==> config.mk <==
export PLATFORM = sky130hd
export DESIGN_NAME = sync_fifo_param
export DESIGN_NICKNAME = d
export VERILOG_FILES = /design/src/rtl/sync_fifo_pkg.sv /design/src/rtl/fifo_mem_2p.sv /design/src/rtl/sync_fifo_param.sv
export SDC_FILE = /design/constraint.sdc
export NUM_CORES = 1
export LEC_CHECK = 0
export ABC_CLOCK_PERIOD_IN_PS = 4800
export CAP_MARGIN = 20
export CORE_UTILIZATION = 60
export CTS_BUF_LIST = sky130_fd_sc_hd__clkbuf_8 sky130_fd_sc_hd__clkbuf_16
export CTS_CLUSTER_DIAMETER = 80
export DETAILED_ROUTE_END_ITERATION = 12
export PLACE_DENSITY = 0.87
export RECOVER_POWER = 100
export SLEW_MARGIN = 20
export SYNTH_ARGS = -nofsm -noshare
export SYNTH_HDL_FRONTEND = slang
export SYNTH_SLANG_ARGS = --single-unit
export TNS_END_PERCENT = 5
==> constraint.sdc <==
create_clock -name clk -period 4.8 [get_ports clk]
set_input_delay 0.96 -clock clk [delete_from_list [all_inputs] [get_ports clk]]
set_output_delay 0.96 -clock clk [all_outputs]
set_load 0.02 [all_outputs]
==> src/rtl/sync_fifo_pkg.sv <==
// Shared definitions for the parametrised synchronous FIFO: pointer sizing and read-mode enum.
package sync_fifo_pkg;

    typedef enum logic {
        FIFO_STD  = 1'b0,
        FIFO_FWFT = 1'b1
    } fifo_mode_e;

    // Pointers carry one extra MSB as a wrap bit; count shares the same width.
    function automatic int ptr_width(input int depth);
        return $clog2(depth) + 1;
    endfunction

endpackage

==> src/rtl/fifo_mem_2p.sv <==
// Simple dual-port storage: synchronous write port, combinational read port.
module fifo_mem_2p #(
    parameter int DATA_WIDTH = 8,
    parameter int ADDR_WIDTH = 4
) (
    input  logic                  clk,
    input  logic                  we,
    input  logic [ADDR_WIDTH-1:0] waddr,
    input  logic [DATA_WIDTH-1:0] wdata,
    input  logic [ADDR_WIDTH-1:0] raddr,
    output logic [DATA_WIDTH-1:0] rdata
);

    logic [DATA_WIDTH-1:0] r_mem [2**ADDR_WIDTH];

    always_ff @(posedge clk) begin
        if (we) begin
            r_mem[waddr] <= wdata;
        end
    end

    assign rdata = r_mem[raddr];

endmodule

==> src/rtl/sync_fifo_param.sv <==
// Parametrised single-clock FIFO with occupancy count, threshold flags,
// overflow/underflow pulses and selectable standard or FWFT read mode.
module sync_fifo_param
    import sync_fifo_pkg::*;
#(
    parameter int DATA_WIDTH = 8,
    parameter int DEPTH      = 16,
    parameter int AF_LEVEL   = DEPTH - 2,
    parameter int AE_LEVEL   = 2,
    parameter int FWFT       = 0
) (
    input  logic                          clk,
    input  logic                          rst,
    input  logic                          w_en,
    input  logic [DATA_WIDTH-1:0]         data_in,
    input  logic                          r_en,
    output logic [DATA_WIDTH-1:0]         data_out,
    output logic                          full,
    output logic                          empty,
    output logic                          almost_full,
    output logic                          almost_empty,
    output logic [$clog2(DEPTH):0]        count,
    output logic                          overflow,
    output logic                          underflow
);

    localparam int         PTR_W = ptr_width(DEPTH);
    localparam int         ADDR_W = PTR_W - 1;
    localparam fifo_mode_e MODE  = (FWFT != 0) ? FIFO_FWFT : FIFO_STD;

    localparam logic [PTR_W-1:0] DEPTH_C = PTR_W'(DEPTH);
    localparam logic [PTR_W-1:0] AF_C    = PTR_W'(AF_LEVEL);
    localparam logic [PTR_W-1:0] AE_C    = PTR_W'(AE_LEVEL);

    generate
        if (DEPTH < 2 || (DEPTH & (DEPTH - 1)) != 0) begin : g_bad_depth
            $error("sync_fifo_param: DEPTH must be a power of two >= 2");
        end
        if (AF_LEVEL < 1 || AF_LEVEL > DEPTH) begin : g_bad_af
            $error("sync_fifo_param: AF_LEVEL out of range 1..DEPTH");
        end
        if (AE_LEVEL < 0 || AE_LEVEL > DEPTH - 1) begin : g_bad_ae
            $error("sync_fifo_param: AE_LEVEL out of range 0..DEPTH-1");
        end
        if (DATA_WIDTH < 1) begin : g_bad_width
            $error("sync_fifo_param: DATA_WIDTH must be >= 1");
        end
    endgenerate

    logic [PTR_W-1:0]      r_wr_ptr;
    logic [PTR_W-1:0]      r_rd_ptr;
    logic [PTR_W-1:0]      r_count;
    logic                  r_overflow;
    logic                  r_underflow;
    logic                  w_wr_acc;
    logic                  w_rd_acc;
    logic [DATA_WIDTH-1:0] w_rd_data;

    // Flags come straight from the registered count so they move with it.
    assign full         = (r_count == DEPTH_C);
    assign empty        = (r_count == '0);
    assign almost_full  = (r_count >= AF_C);
    assign almost_empty = (r_count <= AE_C);
    assign count        = r_count;
    assign overflow     = r_overflow;
    assign underflow    = r_underflow;

    // A full FIFO rejects writes even when a read is accepted in the same cycle.
    assign w_wr_acc = w_en && !full;
    assign w_rd_acc = r_en && !empty;

    fifo_mem_2p #(
        .DATA_WIDTH (DATA_WIDTH),
        .ADDR_WIDTH (ADDR_W)
    ) u_mem (
        .clk   (clk),
        .we    (w_wr_acc),
        .waddr (r_wr_ptr[ADDR_W-1:0]),
        .wdata (data_in),
        .raddr (r_rd_ptr[ADDR_W-1:0]),
        .rdata (w_rd_data)
    );

    always_ff @(posedge clk) begin
        if (rst) begin
            r_wr_ptr    <= '0;
            r_rd_ptr    <= '0;
            r_count     <= '0;
            r_overflow  <= 1'b0;
            r_underflow <= 1'b0;
        end else begin
            r_overflow  <= w_en && full;
            r_underflow <= r_en && empty;
            if (w_wr_acc) begin
                r_wr_ptr <= r_wr_ptr + 1'b1;
            end
            if (w_rd_acc) begin
                r_rd_ptr <= r_rd_ptr + 1'b1;
            end
            case ({w_wr_acc, w_rd_acc})
                2'b10:   r_count <= r_count + 1'b1;
                2'b01:   r_count <= r_count - 1'b1;
                default: r_count <= r_count;
            endcase
        end
    end

    generate
        if (MODE == FIFO_FWFT) begin : g_fwft
            // Head word is presented directly; forced to zero while empty.
            assign data_out = empty ? '0 : w_rd_data;
        end else begin : g_std
            logic [DATA_WIDTH-1:0] r_data_out;

            always_ff @(posedge clk) begin
                if (rst) begin
                    r_data_out <= '0;
                end else if (w_rd_acc) begin
                    r_data_out <= w_rd_data;
                end
            end

            assign data_out = r_data_out;
        end
    endgenerate

endmodule

==> results of run 1 <==
logic make-up after synthesis:
kind of cell | count (synthesis) | synth area share, %
mux | 52 | 11.8
xor+xnor | 10 | 1.43
flops | 151 | 70.4
simple gates | 73 | 5.77
buf+inv | 28 | 2.39
compound gates | 50 | 6.57
fa+ha+maj | 8 | 1.64
per-stage QoR:
stage | util, % | worst slack (ps) | cell area [µm²] | hold slack, ps
global placement | 66.1 | 1300 | 6490 | 502
global route | 71.5 | 836 | 7030 | 553
CTS | 71.8 | 1600 | 7050 | 542
finish | 71.5 | 1060 | 7030 | 540
floorplan | - | 1770 | 6120 | 477
detailed placement | 66.1 | 1150 | 6490 | 534
report_power, final:
group	internal, mW	switching, mW	total, mW
clock	0.698	0.544	1.24
sequential	1.51	0.0683	1.58
combinational	0.362	0.500	0.862
total	2.57	1.11	3.68
per-layer routing:
metal  part of all wire [%]  global-route usage (%)  wire length (µm)  up-vias
li1                       -                       -                 -     1512
met1                     40                    30.8              4850     1739
met2                     51                    40.9              6260      141
met3                    7.1                    8.34               876       30
met4                    2.2                    10.4               275        0
met5                      0                       0                 0        -
placed cells by master (no fill, tap or decap), drive strengths merged, types with 3 or more instances in the layout:
| cell | count |
|---|---|
| nand2b | 3 |
| clkinv | 5 |
| dlygate4sd3 | 28 |
| mux4 | 16 |
| ha | 8 |
| o22ai | 16 |
| nand2 | 6 |
| nor2b | 4 |
| clkinvlp | 4 |
| xor2 | 8 |
| a311oi | 8 |
| a22oi | 9 |
| inv | 8 |
| nor3 | 4 |
| a21oi | 5 |
| dfxtp | 23 |
| edfxtp | 128 |
| clkbuf | 21 |
| mux2i | 34 |
| nor2 | 41 |
| or3 | 3 |
| o211ai | 4 |
worst paths after layout:
check	start	to	slack [ps]	cells after the start
worst min-delay path	data_out[5]	data_out[5]	540	2
worst max register to register	count[1]	count[4]	1130	10
worst min register to register	data_out[5]	data_out[5]	540	2
worst max-delay path	r_en	count[4]	1060	10
final cells by class:
| cell class | instances | area share, % |
|---|---|---|
| tap | 133 | 2.37 |
| timing repair buffer | 35 | 4.59 |
| clock inverter | 15 | 2.08 |
| multi-input combinational | 193 | 23.6 |
| sequential | 151 | 61.3 |
| clock buffer | 17 | 5.89 |
| inverter | 3 | 0.160 |
worst max-delay path, stage by stage:
cell and delay [ps]:
clkdlybuf4s50_1 530, o21a_1 140, clkbuf_1 770, ha_1 510
xor2_1 120, ha_1 200, a21oi_1 260, a22oi_1 140
a31oi_1 170, mux2_2 360
sequential cells by signal (all words and copies together), names as in the netlist:
register	cells
u_mem.r_mem	128
data_out	8
r_wr_ptr	4
underflow	1
overflow	1
count	5
r_rd_ptr	4
==> flow_metrics.env, run 1 <==
export IMPL_status="finished, violations left"
export IMPL_violations="max-capacitance violations, max-slew violations"
export IMPL_instances_no_fill=547
export IMPL_grtUsageTotal_pct=25.0
export IMPL_clock_skew_ps=5.01
export IMPL_wl_per_cell_um=22.4
export IMPL_num_nets_final=421
export IMPL_tritoncts="yes"
export IMPL_syn_area_um2=6120
export IMPL_coreArea_um2=9820
export IMPL_drive_above_1_share_pct=15.2
export IMPL_root_buffer="clkbuf_8"
export IMPL_ir_drop_v=0.000293
export IMPL_p_leak_nw=2.24
export IMPL_fin_setup_tns_ps=0
export IMPL_clk_latency_ps=530
export IMPL_htree_levels=4
export IMPL_antennaDiodeCount=0
export IMPL_drv_slew=24
export IMPL_drtIter0Drc=280
export IMPL_fmaxAchievable_mhz=267
export IMPL_syn2layout_area_growth_pct=14.9
export IMPL_cp_max_fo=20
export IMPL_fillCellCount=602
export IMPL_synth_top_area_cell="edfxtp_1"
export IMPL_worstPathRequired_ps=5220
export IMPL_period_needed_ps=3740
export IMPL_regArea_um2=4310
export IMPL_power_density_nw_per_um2=524
export IMPL_vias=3422
export IMPL_rsz0062_at_grt="no"
export IMPL_hpwl_mm=7.45
export IMPL_cts_resized=0
export IMPL_multi_input_area_um2=1660
export IMPL_die_w_um=103
export IMPL_placed_cells=515
export IMPL_ys_top_cells_by_count="128 x edfxtp_1, 41 x nor2_1, 34 x mux2i_1"
export IMPL_gp_congestion=0.789
export IMPL_die_h_um=103
export IMPL_startpoint_type="input pin"
export IMPL_finalSetupViolations=0
export IMPL_start_util_pct=62.3
export IMPL_synth_cell_types=40
export IMPL_synth_edf_count=128
export IMPL_slew_headroom_pct=-11.3
export IMPL_ant_nets=0
export IMPL_postCtsHoldBufs=0
export IMPL_antenna_found_initial=0
export IMPL_hp_class="flop to flop"
export IMPL_grt_max_degree=50
export IMPL_fin_crit_sh_pct=77.9
export IMPL_cts_buffer_depth=2
export IMPL_grt_overflow=0
export IMPL_num_rows=36
export IMPL_ys_warn_count=0
export IMPL_routed_wl_mm=12.3
export IMPL_cts_setup_buffers=0
export IMPL_crit_type="input pin to flop"
export IMPL_grt_pass1_wl_mm=18.0
export IMPL_synth_seq_area_share_pct=70.4
export IMPL_die_area_um2=10600
export IMPL_grt_pass1_vias=3224
export IMPL_synth_area_leaders="edfxtp_1 63%, dfxtp_1 7.5%, mux4_2 5.9%"
export IMPL_yosysMostFrequentCell="edfxtp_1"
export IMPL_synth_seq_cells=151
export IMPL_maxCapViolCount=1
export IMPL_synthesis_nets=392
export IMPL_dr_pass1_iters=5
export IMPL_cts_buffers=17
export IMPL_synthArstFlopShare_pct=0
export IMPL_worst_pin_slew_ps=1670
export IMPL_syn_avg_cell_area_um2=16.4
export IMPL_drc=0
export IMPL_io_buffers=30
export IMPL_worst_ep_arrival_time_ps=4160
export IMPL_routed_via_density=6.26
export IMPL_synth_cells=372
export IMPL_num_io_pins=31
export IMPL_hold_violations=0
export IMPL_netlist_area_leader_share_pct=62.8
export IMPL_critPathCaptureType="flop"
export IMPL_totalPowerFinal_mw=3.68
export IMPL_cts_sinks=151
export IMPL_clk_pin_slew_worst_paths_ps=60
export IMPL_synth_ff_type="edfxtp_1"
(Power assumes the default switching activity.)
==> inputs of run 2 (changes only) <==
Settings changed: ABC_CLOCK_PERIOD_IN_PS 4800 to 3350, CORE_UTILIZATION 60 to 54, PLACE_DENSITY 0.87 to 0.83.
Clock period 4.8 ns to 3.35 ns, I/O delays scaled along.
==> run 2 against run 1 <==
Compared with the run above: the run now ends clean; worst hold slack got worse by 16 ps; sequential share of layout area down 1.1 points; highest routed layer unchanged; setup slack got worse by 550 ps.
==> flow_metrics.env, run 2 (synthesized netlist as in run 1, its figures left out) <==
export IMPL_ant_nets=0
export IMPL_vias=3386
export IMPL_hp_start="r_wr_ptr[1]"
export IMPL_maxCapViolCount=0
export IMPL_layout_commonest_cell="edfxtp_1"
export IMPL_rsz0062_at_grt="no"
export IMPL_status="finished clean"
export IMPL_die_w_um=108
export IMPL_dr_pass1_iters=5
export IMPL_io_buffers=30
export IMPL_grt_overflow=0
export IMPL_grt_max_degree=50
export IMPL_switching_power_mw=1.58
export IMPL_routed_wl_mm=11.7
export IMPL_hold_depth=2
export IMPL_coreArea_um2=10900
export IMPL_worst_ep_arrival_time_ps=2170
export IMPL_clkPwrFrac_pct=35.7
export IMPL_whs_ps=524
export IMPL_htree_levels=4
export IMPL_cts_resized=0
export IMPL_cts_sinks=151
export IMPL_cts_buffers=17
export IMPL_num_nets_final=433
export IMPL_drv_slew=0
export IMPL_fillCellCount=723
export IMPL_cp_max_fo=10
export IMPL_place_ws_ps=386
export IMPL_internal_power_mw=3.89
export IMPL_worstPathRequired_ps=2680
export IMPL_fin_setup_tns_ps=0
export IMPL_final_util_pct=65.4
export IMPL_root_buffer="clkbuf_16"
export IMPL_gp_congestion=0.828
export IMPL_grtUsageTotal_pct=21.6
export IMPL_grt_pass1_wl_mm=17.9
export IMPL_largest_register="u_mem.r_mem"
export IMPL_tritoncts="yes"
export IMPL_finalSetupViolations=0
export IMPL_postCtsHoldBufs=0
export IMPL_p_leak_nw=2.30
export IMPL_drc=0
export IMPL_place_area_um2=6590
export IMPL_finalInstanceArea_um2=7150
export IMPL_fin_crit_sh_pct=84.7
export IMPL_num_io_pins=31
export IMPL_cts_setup_buffers=0
export IMPL_grt_pass1_vias=3257
export IMPL_rr_worst_depth=9
export IMPL_hp_class="flop to flop"
export IMPL_hpwl_mm=7.35
export IMPL_clk_latency_ps=420
export IMPL_power_frac_comb_pct=22.7
export IMPL_start_util_pct=55.9
export IMPL_largest_reg_flops=128
export IMPL_ir_drop_v=0.000465
export IMPL_cp_startpoint="count[3]"
export IMPL_clk_pin_slew_worst_paths_ps=60
export IMPL_syn2layout_area_growth_pct=16.9
export IMPL_worst_pin_slew_ps=924
export IMPL_p_sw_share_pct=28.9
export IMPL_hold_violations=0
export IMPL_die_area_um2=11800
export IMPL_cts_buffer_depth=2
export IMPL_die_h_um=108
export IMPL_period_needed_ps=2840
export IMPL_drtIter0Drc=334
export IMPL_antennaDiodeCount=0
export IMPL_antenna_found_initial=0
export IMPL_crit_type="flop to output port"
export IMPL_startpoint_type="flop"
export IMPL_layout_common_cells="128 x edfxtp_1, 41 x nor2_1, 34 x mux2i_1, 28 x dlygate4sd3_1, 22 x dfxtp_1"
export IMPL_worst_slack_ps=511
export IMPL_drive_above_1_share_pct=15.5
export IMPL_routed_via_density=5.98
export IMPL_wl_per_cell_um=20.7
export IMPL_fmaxAchievable_mhz=352
export IMPL_num_rows=38
export IMPL_rr_startpoint="count[3]"
export IMPL_critPathCaptureType="output port"
export IMPL_power_density_nw_per_um2=765
export IMPL_slew_headroom_pct=38.4
export IMPL_clock_skew_ps=7.20
export IMPL_seq_power_share_pct=41.6
## run 2: layer usage
layer | global-route usage, % | part of all wire [%] | up-vias
li1 | - | - | 1538
met1 | 28.3 | 40 | 1688
met2 | 35.1 | 50 | 135
met3 | 4.88 | 7.3 | 25
met4 | 8.78 | 2.5 | 0
met5 | 0 | 0 | -
## run 2: final timing paths
check	slack [ps]	to
worst min-delay path	520	r_wr_ptr[1]
worst min register to register	520	r_wr_ptr[1]
worst max register to register	580	count[4]
worst max-delay path	510	full
## run 2: final cells by class
| class | instances | area (µm²) | area share, % |
|---|---|---|---|
| repair buffers | 47 | 379 | 5.30 |
| clock buffers | 17 | 425 | 5.95 |
| flip-flops and latches | 151 | 4310 | 60.2 |
| well taps | 140 | 175 | 2.45 |
| inverters | 3 | 11.3 | 0.158 |
| multi-input cells | 193 | 1660 | 23.2 |
| clock inverters | 15 | 194 | 2.71 |
## run 2: per-stage QoR
step | total power, mW | std cells
after floorplan | 3.20 | 372
after global placement | 3.57 | 534
after detailed placement | 3.61 | 534
after CTS | 5.55 | 566
after global routing | 5.68 | 566
final | 5.47 | 566
## run 2: power groups by stage
stage | clock network [mW] | logic [mW] | registers (mW)
final | 1.95 | 1.24 | 2.27
after global routing | 2.05 | 1.34 | 2.29
after detailed placement | 0 | 1.29 | 2.32
after floorplan | 0 | 0.842 | 2.35
after global placement | 0 | 1.26 | 2.31
after CTS | 1.97 | 1.31 | 2.28
## run 2: critical path, stage by stage, from the launching register on
cell           delay (ps)
dfxtp_1               380
or3_1                 540
nor2_1                150
dlygate4sd3_1         670
